===== src/rtl/data_mem_arbiter.sv =====
// data_mem_arbiter: shares one single-port 1024x32 data memory between the
// CPU load/store stage (requester 0) and the program/data loader (requester 1).
// Round-robin arbitration with a bounded lock, req/gnt/resp handshake, and a
// registered shared response bus carrying read data and a misalignment error.
//
// Ports:
//   clock, reset                 clock and synchronous active-high reset
//   r{0,1}_req/we/lock           request valid, write select, keep-ownership hint
//   r{0,1}_addr/wdata            byte address and write data
//   gnt[1:0]                     one-cycle accept pulse per requester
//   resp_valid[1:0]              one-cycle response pulse per requester
//   resp_err, resp_rdata         response qualifier (misaligned) and read data
//   mem_write, mem_read          memory MemWrite / MemRead strobes
//   mem_address, mem_write_data  memory address and write data
//   mem_read_data                memory combinational read data
module data_mem_arbiter #(
    parameter int unsigned ADDR_WIDTH = 32,
    parameter int unsigned DATA_WIDTH = 32,
    parameter int unsigned MAX_LOCK   = 4
) (
    input  logic                  clock,
    input  logic                  reset,
    input  logic                  r0_req,
    input  logic                  r1_req,
    input  logic                  r0_we,
    input  logic                  r1_we,
    input  logic                  r0_lock,
    input  logic                  r1_lock,
    input  logic [ADDR_WIDTH-1:0] r0_addr,
    input  logic [ADDR_WIDTH-1:0] r1_addr,
    input  logic [DATA_WIDTH-1:0] r0_wdata,
    input  logic [DATA_WIDTH-1:0] r1_wdata,
    output logic [1:0]            gnt,
    output logic [1:0]            resp_valid,
    output logic                  resp_err,
    output logic [DATA_WIDTH-1:0] resp_rdata,
    output logic                  mem_write,
    output logic                  mem_read,
    output logic [ADDR_WIDTH-1:0] mem_address,
    output logic [DATA_WIDTH-1:0] mem_write_data,
    input  logic [DATA_WIDTH-1:0] mem_read_data
);

    localparam int unsigned CNT_W = 4;

    typedef enum logic [1:0] {
        IDLE   = 2'd0,
        ACCESS = 2'd1,
        RESP   = 2'd2
    } state_t;

    state_t                state;
    logic                  last_q;      // last winner; also owner of the access in flight
    logic [CNT_W-1:0]      lock_cnt;
    logic                  we_q;
    logic [ADDR_WIDTH-1:0] addr_q;
    logic [DATA_WIDTH-1:0] wdata_q;

    logic [1:0]            req_v;
    logic [1:0]            lock_v;
    logic                  win_valid;
    logic                  win_id;
    logic [CNT_W-1:0]      cnt_next;
    logic                  aligned;
    logic                  in_access;

    assign req_v  = {r1_req, r0_req};
    assign lock_v = {r1_lock, r0_lock};

    // Round-robin pick with the last winner allowed to keep ownership while
    // it holds lock and has not exhausted its MAX_LOCK budget.
    always_comb begin
        win_valid = 1'b0;
        win_id    = 1'b0;
        cnt_next  = '0;
        if (req_v[last_q] && lock_v[last_q] && (lock_cnt < CNT_W'(MAX_LOCK))) begin
            win_valid = 1'b1;
            win_id    = last_q;
            cnt_next  = lock_cnt + CNT_W'(1);
        end else begin
            if (r0_req && r1_req) begin
                win_valid = 1'b1;
                win_id    = ~last_q;
            end else if (r0_req) begin
                win_valid = 1'b1;
                win_id    = 1'b0;
            end else if (r1_req) begin
                win_valid = 1'b1;
                win_id    = 1'b1;
            end
            // Same owner still holding lock at the cap keeps its count.
            if (win_id == last_q && lock_v[win_id]) begin
                cnt_next = lock_cnt;
            end
        end
    end

    // Memory strobes; a reset during ACCESS suppresses the write immediately.
    assign in_access      = (state == ACCESS);
    assign aligned        = (addr_q[1:0] == 2'b00);
    assign mem_write      = in_access && we_q && aligned && !reset;
    assign mem_read       = in_access && !we_q && aligned;
    assign mem_address    = addr_q;
    assign mem_write_data = wdata_q;

    // Handshake FSM with registered gnt/resp outputs.
    always_ff @(posedge clock) begin
        if (reset) begin
            state      <= IDLE;
            last_q     <= 1'b1;
            lock_cnt   <= '0;
            gnt        <= '0;
            resp_valid <= '0;
            resp_err   <= 1'b0;
            resp_rdata <= '0;
            we_q       <= 1'b0;
            addr_q     <= '0;
            wdata_q    <= '0;
        end else begin
            gnt        <= '0;
            resp_valid <= '0;
            case (state)
                IDLE, RESP: begin
                    if (win_valid) begin
                        last_q   <= win_id;
                        lock_cnt <= cnt_next;
                        we_q     <= win_id ? r1_we    : r0_we;
                        addr_q   <= win_id ? r1_addr  : r0_addr;
                        wdata_q  <= win_id ? r1_wdata : r0_wdata;
                        gnt      <= win_id ? 2'b10 : 2'b01;
                        state    <= ACCESS;
                    end else begin
                        state <= IDLE;
                    end
                end
                ACCESS: begin
                    resp_rdata <= mem_read ? mem_read_data : '0;
                    resp_err   <= !aligned;
                    resp_valid <= last_q ? 2'b10 : 2'b01;
                    state      <= RESP;
                end
                default: state <= IDLE;
            endcase
        end
    end

endmodule


===== config.mk =====
export PLATFORM = sky130hd
export DESIGN_NAME = data_mem_arbiter
export DESIGN_NICKNAME = d
export VERILOG_FILES = /design/src/rtl/data_mem_arbiter.sv
export SDC_FILE = /design/constraint.sdc
export NUM_CORES = 1
export LEC_CHECK = 0
export ABC_AREA = 1
export CAP_MARGIN = 20
export CORE_UTILIZATION = 42
export CTS_BUF_LIST = sky130_fd_sc_hd__clkbuf_8
export DETAILED_ROUTE_END_ITERATION = 7
export PLACE_DENSITY = 0.89
export SYNTH_ARGS = -nofsm -noshare
export SYNTH_HDL_FRONTEND = slang
export SYNTH_SLANG_ARGS = --single-unit
export TNS_END_PERCENT = 1

===== constraint.sdc =====
create_clock -name clock -period 3.4 [get_ports clock]
set_input_delay 0.34 -clock clock [delete_from_list [all_inputs] [get_ports clock]]
set_output_delay 0.34 -clock clock [all_outputs]
set_load 0.01 [all_outputs]

==> key figures, run 1 <==
Run status
  – Outcome: finished, final reports clean

Logic synthesis
  – Post-synthesis mux area share: 0
  – Cell count after synthesis: about 580
  – FFs w/ async S/R, synth: 0
  – Syn Nets: 748
  – Compound-gate portion of the synthesized area: 0.0437
  – Post-synth EDFFs: 0
  – Mapped Avg Cell Area: 7.87 um2
  – Area contributors post-synth: dfxtp_1 (48%), nand3_1 (14%), nand2_1 (12%)
  – Post-synth top area cell: dfxtp_1
  – Simple-Gate Fraction of Synth Area: 0.398
  – Post-Synth XOR/XNOR Area: 0
  – Post-synth top area share: 0.479
  – Cell Area, Synth: 0.00456 mm2
  – Post-Synth Adder-Cell Area: 0.00275
  – Post-synth top flop: dfxtp_1
  – Largest family of logic cells by synthesized area: simple AND/OR/NAND/NOR gates
  – Yosys Warn Count: 0
  – Register area share after synthesis: 0.479
  – Unique masters post-synth: 27
  – Seq cells post-synth: 109

Critical path
  – WP data required: between 3 and 4 ns
  – Slowest cell delay on critical path: 0.65 ns
  – Reg2Reg Setup Slack: 1.45 ns
  – Worst r2r src: last_q
  – Crit Path Category: reg -> out
  – Cell Chain, Critical Path: inv_2, nor2_1, inv_2, nor2_1, nand2_1, inv_2, clkdlybuf4s50_1
  – Worst Reg-to-Reg Cells: 8
  – Most frequent CP cell: inv_2
  – Worst path slowest cell: clkdlybuf4s50_1
  – CP endpoint kind: output port
  – Crit start category: register
  – Critical path arrival: ~2.5 ns
  – Worst R2R End: mem_write_data[20]
  – Critical-path maximum fanout: 37

Placed design
  – Placed instance area: about 0.0072 mm2
  – Cell total after placement: 939
  – Routability cong.: 0.842
  – Dpl hpwl: 11.6 mm
  – Port Buf Inserts: 270

Finish
  – Fillers: 814
  – Register Area: 0.00218 mm2
  – Non-Filler Instances: 955
  – Footprint of the multi-input gates: 0.00205 mm2
  – Ant diodes: 0
  – Layout cells sized above 1: 0.0586
  – Fin area: about 0.0074 mm2
  – # nets final: 983
  – Synthesis-to-finish area growth: 63.1%

Clock network
  – Clk sinks: 109
  – Clock Root Buffer: clkbuf_8
  – Max Buffers Root-to-Sink: 2
  – Clock transition at the registers of the reported paths: 0.10 ns
  – CTS tree: done
  – CTS Buf Count: 9
  – Post-cts repair resize count: 0
  – Post-CTS Setup Bufs: 0
  – H-tree depth: 3
  – Clk_lat worst skew: 0.37 ns
  – Hold_buf cts: 0

Die
  – Die Area: 0.0113 mm2
  – Core area: 0.0104 mm2
  – Initial Util: 0.437
  – Row count: 37
  – Die height: 106 um
  – I/O Pins: 271
  – Die Wd: about 110 um

Global route
  – Global-route wire length before repair: approximately 25 mm
  – Global route total overflow: 0
  – Initial antenna violation count: 0
  – Largest net degree at the start of global routing: 96
  – GRT Total Usage: 0.280
  – Number of global-route vias before repair: 5182

Drt
  – Wirelength per Cell: around 17 um
  – DRC: 0
  – WL final: 16.1 mm
  – Via density per instance: 5.54
  – Final ANT Viol Nets: 0
  – Top layer in use: met4
  – 1st-pass router iterations: 5
  – Met3 wire length: 1.48 mm
  – Metal2 WL: between 7 and 8 mm
  – Routed metal-1 wirelength: 6.11 mm
  – DRT iter0 DRCs: 416
  – Total number of vias: roughly 5300

STA
  – Fmax: approximately 0.35 GHz
  – Worst Skew: 0.0150 ns
  – Fin crit share: 0.840
  – RSZ-0062 raised after global routing: false
  – Least-Margin Pin Slew: 0.816 ns
  – Rel. slew slack: 0.456
  – Setup-failing EPs final: 0
  – Crit path time final: 2.86 ns
  – Final TNS setup: 0 ns
  – Max-slew violations: 0
  – Final hold viol count: 0

Power and ir drop
  – P_leak: 2.82 nW
  – Max IR drop VDD: about 0.00022 V
  – Power density of the placed cells: 435 mW/mm2

Job
  – Total of max-cap violations: 0

Worst hold path
  – HP Start: lock_cnt[3]
  – WHS Path Cells: 2
  – Hold WC Path Type: reg -> reg
  – Hold Path Sink: lock_cnt[3]
how the worst max path moves through the flow:
stage | from | to | slack [ns] | cells after the start
after floorplan | state[0] | mem_write | 1.93 | 5
after global placement | state[0] | mem_read | 1.02 | 7
after detailed placement | state[0] | mem_read | 0.96 | 7
after CTS | state[0] | mem_read | 0.52 | 7
after global routing | state[0] | mem_read | 0.31 | 7
final | state[0] | mem_read | 0.54 | 7
per-layer routing:
metal / global-route usage / vias to the layer above
met1: 0.325 / 2485
met2: 0.482 / 281
met3: 0.0766 / 45
li1: - / 2478
met4: 0.121 / 0
met5: 0 / -
flip-flops by register name, indices dropped and copies added (netlist names):
name,cells
resp_err,1
resp_rdata,32
lock_cnt,4
state,2
we_q,1
mem_write_data,32
mem_address,32
gnt,2
resp_valid,2
last_q,1
cell usage after synthesis, drive strengths merged, types with 2 or more instances:
master,count
buf,40
o21ai,2
nand2,147
clkbuf,13
nor3,3
nor2,13
dfxtp,109
nand3,136
inv,9
a21oi,34
nand4,68
metrics by stage:
step	hold slack (ns)	util	setup slack, ns	total power (W)
after floorplan	0.417	-	1.93	0.00190
after global placement	0.435	0.692	1.02	0.00238
after detailed placement	0.438	0.692	0.960	0.00241
after CTS	0.458	0.713	0.522	0.00325
after global routing	0.474	0.713	0.310	0.00338
final	0.460	0.713	0.544	0.00323
cells by family after synthesis:
family / Yosys count
fa+ha+maj: 1
buf+inv: 62
simple gates: 369
compound gates: 38
flops: 109
worst max-delay path: cells and delay by family (launching register included):
kind / cells / cell delay [ns]
flip-flops: 1 / 0.37
AND/OR/NAND/NOR: 3 / 0.42
buffers and inverters: 4 / 1.35
layout by cell type, fill, tap and decap left out, drive strengths merged, types with 2 or more instances in the layout:
cell type        n
clkdlybuf4s50  270
nand2          147
nand3          136
dfxtp          109
nand4           68
a21oi           34
nor2            13
inv             11
clkbuf           9
buf              7
nor3             3
clkinv           3
o21ai            2
power breakdown:
part | total, W | leakage, nW | switching [W] | internal (W)
Clock | 0.000850 | 0.106 | 0.000489 | 0.000360
Combinational | 0.000902 | 1.82 | 0.000430 | 0.000472
Sequential | 0.00148 | 0.896 | 0.0000731 | 0.00141
final cells by class:
cell class / count / area share
Timing Repair Buffer: 277 / 0.374
Sequential cell: 109 / 0.294
Clock buffer: 9 / 0.0167
Tap cell: 136 / 0.0229
Clock inverter: 7 / 0.0126
Inverter: 9 / 0.00455
Multi-Input combinational cell: 408 / 0.275
Note: power is estimated with default switching activity, not from simulation.
==> run 2, diff against run 1 <==
- CORE_UTILIZATION: 42 -> 35
- PLACE_DENSITY: 0.89 -> 0.79
- clock period: 3.4 -> 2.6 ns (I/O delays scaled with it)
==> run 2 against run 1 <==
- largest cell class unchanged
- sequential cell count unchanged
- highest routed layer unchanged
- hold slack got worse by 0.015 ns
- global-route usage is 6.3 points lower
- cell area up 2.0%
- register-to-register slack lost 0.73 ns
==> key figures, run 2 (synthesis results as in run 1) <==
Drt
  – 1st-pass router iterations: 5 (unchanged)
  – WL final: 15.1 mm (-6.1%)
  – Via density per instance: 5.03 (-9.2%)
  – Wirelength per Cell: 15.2 um (-9.9%)
  – DRT iter0 DRCs: 434 (+4.3%)
  – Total number of vias: 5006 (-5.4%)
  – Final ANT Viol Nets: 0 (unchanged)
  – DRC: 0 (unchanged)

Clock network
  – Clk_lat worst skew: 0.36 ns (about the same)
  – H-tree depth: 3 (unchanged)
  – Hold_buf cts: 0 (unchanged)
  – Clock Root Buffer: clkbuf_8
  – Clock transition at the registers of the reported paths: 0.10 ns (about the same)
  – Max Buffers Root-to-Sink: 2 (unchanged)
  – CTS Buf Count: 9 (unchanged)
  – Post-CTS Setup Bufs: 0 (unchanged)
  – Clk sinks: 109 (unchanged)
  – Post-cts repair resize count: 0 (unchanged)
  – CTS tree: done

Die
  – Core area: 0.0127 mm2 (+22%)
  – Die Wd: 116 um (+9.4%)
  – I/O Pins: 271 (unchanged)
  – Die height: 116 um (+9.4%)
  – Die Area: 0.0135 mm2 (+20%)
  – Row count: 41 (+11%)
  – Initial Util: 0.360 (-0.0778)

Critical path
  – Critical-path maximum fanout: 37 (unchanged)
  – Cell Chain, Critical Path: inv_2, nor2_1, inv_2, nor4_1, clkdlybuf4s50_1
  – Most frequent CP cell: inv_2
  – Reg2Reg Setup Slack: 0.72 ns (-0.73 ns)
  – CP endpoint kind: output port
  – Worst path slowest cell: clkdlybuf4s50_1
  – Critical path arrival: 2.18 ns (-0.34 ns)
  – Slowest cell delay on critical path: 0.62 ns (-0.03 ns)
  – Crit start category: register
  – WP data required: 2.34 ns (-0.72 ns)
  – Crit Path Category: reg -> out

STA
  – Rel. slew slack: 0.477 (+0.0210)
  – Final TNS setup: 0 ns (unchanged)
  – Max-slew violations: 0 (unchanged)
  – Fin crit share: 0.939
  – Worst Skew: 0.0127 ns (-0.00230 ns)
  – Fmax: 0.410 GHz
  – Setup-failing EPs final: 0 (unchanged)
  – Final hold viol count: 0 (unchanged)
  – Fin Hold WS: 0.445 ns (-0.0151 ns)
  – Least-Margin Pin Slew: 0.783 ns (-0.0333 ns)
  – RSZ-0062 raised after global routing: false
  – Crit path time final: 2.44 ns

Global route
  – Largest net degree at the start of global routing: 100 (+4.2%)
  – Global route total overflow: 0 (unchanged)
  – Initial antenna violation count: 0 (unchanged)
  – Global-route wire length before repair: 22.8 mm (-9.6%)
  – GRT Total Usage: 0.217 (-0.0632)
  – Number of global-route vias before repair: 4613 (-11%)

Power and ir drop
  – Clk pwr share: 0.301 (+0.038)
  – Comb power frac: 0.265 (-0.014)
  – Switching part of the total: 0.278 (-0.0289)
  – Sequential share of power: 0.433 (-0.025)
  – Internal power: 0.00321 W (+44%)
  – Max IR drop VDD: 0.000259 V (+16%)
  – NetSw: 0.00124 W (+25%)
  – P_leak: 2.88 nW (+1.9%)
  – Tot Pwr: 0.00445 W (+38%)
  – Power density of the placed cells: 587 mW/mm2 (+35%)

Finish
  – Ant diodes: 0 (unchanged)
  – # nets final: 987 (+0.41%)
  – Synthesis-to-finish area growth: 66.4%
  – Fillers: 1148 (+41%)
  – Layout cells sized above 1: 0.0632 (+0.00458)
  – Register Area: 0.00218 mm2 (unchanged)
  – Footprint of the multi-input gates: 0.00205 mm2 (unchanged)
  – Most common cell after layout, fill and taps aside: clkdlybuf4s50_1
  – Most frequent cells in the layout: clkdlybuf4s50_1 (270), nand2_1 (143), nand3_1 (125), dfxtp_1 (109), nand4_1 (67)

Placed design
  – Routability cong.: 0.809 (-3.8%)
  – Port Buf Inserts: 270 (unchanged)
  – Dpl hpwl: 10.5 mm (-9.1%)

Worst hold path
  – Hold WC Path Type: in -> reg

Job
  – Total of max-cap violations: 0 (unchanged)

Run status
  – Outcome: finished, final reports clean
[run 2: changes by cell type in the layout (fill, tap and decap cells not counted), sizes merged]
cell    delta
bufinv     +3
inv        -1
buf        +4
clkinv     -2
[run 2: worst paths after layout]
path / startpoint / endpoint / cells after the start
setup reg to reg: state[0] / resp_rdata[5] / 9
hold / removal: mem_read_data[18] / resp_rdata[18] / 3
hold reg to reg: lock_cnt[3] / lock_cnt[3] / 2
setup / recovery: state[0] / mem_write / 5
[run 2: critical path, delay by kind of cell, from the launching register on]
family	cells	cell delay, ns
buffers and inverters	3	0.95
flip-flops	1	0.36
AND/OR/NAND/NOR	2	0.50
[run 2: routing by layer]
| layer | GRT usage | wire (um) |
|---|---|---|
| met1 | 0.258 | 6130 |
| met2 | 0.361 | 7090 |
| met3 | 0.0690 | 1510 |
| met4 | 0.0906 | 385 |
| met5 | 0 | 0 |
[run 2: final cells by class]
cell class | count | area share
clock buffers | 9 | 0.0163
clock inverters | 7 | 0.0191
inverters | 9 | 0.00446
multi-input cells | 408 | 0.270
flip-flops and latches | 109 | 0.288
well taps | 172 | 0.0284
repair buffers | 281 | 0.374
[run 2: power by group through the flow]
| stage | clock network, W | logic [W] | registers (W) |
|---|---|---|---|
| 2_1_floorplan | 0 | 0.000453 | 0.00203 |
| 3_3_place_gp | 0 | 0.00118 | 0.00196 |
| 3_5_place_dp | 0 | 0.00119 | 0.00196 |
| 4_1_cts | 0.00139 | 0.00120 | 0.00193 |
| 5_1_grt | 0.00145 | 0.00128 | 0.00195 |
| 6_report | 0.00134 | 0.00118 | 0.00193 |
[run 2: metrics by stage]
| stage | cell area, um2 | setup WS (ns) | std cells | utilization |
|---|---|---|---|---|
| finish | 7580 | 0.160 | 995 | 0.598 |
| global placement | 7310 | 0.294 | 979 | 0.577 |
| floorplan | 4560 | 1.21 | 579 | - |
| global route | 7580 | 0.00567 | 995 | 0.598 |
| CTS | 7580 | 0.152 | 995 | 0.598 |
| detailed placement | 7310 | 0.272 | 979 | 0.577 |
==> run 3, diff against run 2 <==
- CORE_AREA: default -> 2 2 105 107
- CORE_UTILIZATION: 35 -> default
- DIE_AREA: default -> 0 0 107 109
- DONT_BUFFER_PORTS: default -> 1
- PLACE_DENSITY: 0.79 -> default
==> run 3 against run 2 <==
- first-iteration DRC count fell by 30%
- fmax is 14% higher
- global-route usage fell by 2.1 points
- highest routed layer unchanged
- sequential cell count unchanged
- critical path depth grew 1
- clock power down 14%
- total power down 17%
- sequential share of layout area rose by 17 points
- count of clock-buffer cells in the layout rose by 1
==> key figures, run 3 (synthesis results as in run 1) <==
Clock network
  – Clock Root Buffer: clkbuf_8
  – Post-cts repair resize count: 0 (unchanged)
  – CTS tree: done
  – CTS Buf Count: 9 (unchanged)
  – Clock transition at the registers of the reported paths: 0.10 ns (about the same)
  – Post-CTS Setup Bufs: 0 (unchanged)
  – Max Buffers Root-to-Sink: 2 (unchanged)
  – Clk_lat worst skew: 0.36 ns (about the same)
  – Clk sinks: 109 (unchanged)
  – H-tree depth: 3 (unchanged)

Finish
  – # nets final: 714 (-28%)
  – Ant diodes: 0 (unchanged)
  – Fin area: 0.00474 mm2 (-37%)
  – Final Util: 0.447 (-0.151)
  – Layout cells sized above 1: 0.0891 (+0.0259)
  – Most frequent cells in the layout: nand2_1 (143), nand3_1 (125), dfxtp_1 (109), nand4_1 (67), a21oi_1 (34)
  – Most common cell after layout, fill and taps aside: nand2_1
  – Synthesis-to-finish area growth: 4.01%
  – Fillers: 1059 (-7.8%)

Placed design
  – Routability cong.: 0.786 (-2.9%)
  – Placed instance area: 0.00449 mm2 (-39%)
  – Dpl hpwl: 8.51 mm (-19%)
  – Port Buf Inserts: 0 (-100%)

Critical path
  – Worst R2R End: resp_rdata[19]
  – Critical-path maximum fanout: 37 (unchanged)
  – CP endpoint kind: output port
  – Crit start category: register
  – Crit Path Category: reg -> out
  – Worst r2r src: state[0]
  – WP data required: 2.34 ns (about the same)
  – Worst Reg-to-Reg Cells: 8 (-1)
  – Critical path arrival: 1.88 ns (-0.30 ns)
  – Reg2Reg Setup Slack: 0.73 ns (about the same)

STA
  – Max-slew violations: 0 (unchanged)
  – Least-Margin Pin Slew: 0.772 ns (-0.0104 ns)
  – Final TNS setup: 0 ns (unchanged)
  – Rel. slew slack: 0.485 (+0.00770)
  – Final hold viol count: 0 (unchanged)
  – Worst Skew: 0.00947 ns (-0.00318 ns)
  – RSZ-0062 raised after global routing: false
  – Fmax: 0.468 GHz (+14%)
  – Setup-failing EPs final: 0 (unchanged)
  – Crit path time final: 2.14 ns (-0.304 ns)
  – Fin crit share: 0.822 (-0.117)

Drt
  – Total number of vias: 3974 (-21%)
  – Final ANT Viol Nets: 0 (unchanged)
  – 1st-pass router iterations: 4 (-1)
  – DRC: 0 (unchanged)
  – WL final: 12.3 mm (-19%)
  – Via density per instance: 5.76 (+14%)
  – DRT iter0 DRCs: 302 (-30%)
  – Wirelength per Cell: 17.8 um (+17%)

Global route
  – Largest net degree at the start of global routing: 75 (-25%)
  – Initial antenna violation count: 0 (unchanged)
  – Number of global-route vias before repair: 3599 (-22%)
  – Global route total overflow: 0 (unchanged)
  – Global-route wire length before repair: 18.1 mm (-20%)
  – GRT Total Usage: 0.196 (-0.0210)

Power and ir drop
  – Max IR drop VDD: 0.000402 V (+55%)
  – P_leak: 1.82 nW (-37%)
  – Comb power frac: 0.133 (-0.132)
  – Switching part of the total: 0.303 (+0.0253)
  – Power density of the placed cells: 777 mW/mm2 (+32%)
  – Clk pwr share: 0.313 (+0.012)
  – Internal power: 0.00256 W (-20%)
  – NetSw: 0.00112 W (-9.8%)
  – Sequential share of power: 0.554 (+0.121)

Run status
  – Outcome: finished, final reports clean

Die
  – Die height: 109 um (-6.1%)
  – Row count: 38 (-7.3%)
  – I/O Pins: 271 (unchanged)
  – Die Wd: 107 um (-7.8%)
  – Initial Util: 0.430 (+0.0701)
  – Die Area: 0.0117 mm2 (-13%)
  – Core area: 0.0106 mm2 (-16%)

Worst hold path
  – Hold Path Sink: mem_write_data[30]
  – HP Start: r0_wdata[30]
  – WHS Path Cells: 2 (-1)
  – Hold WC Path Type: in -> reg

Job
  – Total of max-cap violations: 0 (unchanged)
==> run 3: cell types whose count changed in the layout (fill, tap and decap cells not counted), sizes merged <==
cell,delta
buf,-3
bufinv,-2
clkbuf,+1
clkinvlp,-1
inv,+2
clkdlybuf4s50,-270
==> run 3: power groups by stage <==
stage,Combinational (W),Clock (W),Sequential [W]
after floorplan,0.000453,0,0.00203
after global placement,0.000462,0,0.00208
after detailed placement,0.000481,0,0.00208
after CTS,0.000492,0.00120,0.00204
after global routing,0.000555,0.00126,0.00206
final,0.000489,0.00115,0.00204
==> run 3: stage by stage <==
| stage | total power, W | std cells | hold slack, ns | setup slack, ns |
|---|---|---|---|---|
| after floorplan | 0.00249 | 579 | 0.391 | 1.21 |
| after global placement | 0.00254 | 673 | 0.334 | 0.812 |
| after detailed placement | 0.00256 | 673 | 0.336 | 0.705 |
| after CTS | 0.00373 | 690 | 0.00508 | 0.401 |
| after global routing | 0.00388 | 690 | 0.00427 | 0.223 |
| final | 0.00368 | 690 | 0.0276 | 0.464 |
==> run 3: worst max path at each step <==
stage	start	to	slack, ns	cells past startpoint
floorplan	state[0]	mem_write	1.21	5
global placement	state[0]	resp_rdata[12]	0.81	8
detailed placement	state[0]	resp_rdata[19]	0.71	8
CTS	state[0]	mem_read	0.40	6
global route	state[0]	mem_read	0.22	6
finish	state[0]	mem_read	0.46	6
==> run 3: timing repair <==
action                                  CTS  global route
hold buffers                              1             0
endpoints found under the hold margin    37             0
endpoints found under the setup margin    0             0
==> run 3: worst max-delay path: stages, from the launching register on <==
cell and delay (ns):
dfxtp_1 0.36, inv_2 0.05, nor2_1 0.14, inv_2 0.26, nor2_1 0.21, nand2_1 0.08, inv_2 0.41
==> run 3: metal layers <==
metal	share of wire	wire, um	up-vias	global-route usage
met5	0	0	-	0
met4	0.023	277	0	0.0733
met3	0.094	1150	24	0.0652
met2	0.49	6050	209	0.336
met1	0.39	4820	1801	0.228
li1	-	-	1940	-
==> run 3: final cells by class <==
class                   instances  area (um2)  share of cell area
well taps                     140         175              0.0370
clock buffers                  10         138              0.0290
multi-input cells             408        2050               0.432
flip-flops and latches        109        2180               0.461
repair buffers                  8        72.6              0.0153
inverters                       9        33.8             0.00713
clock inverters                 6        91.3              0.0193
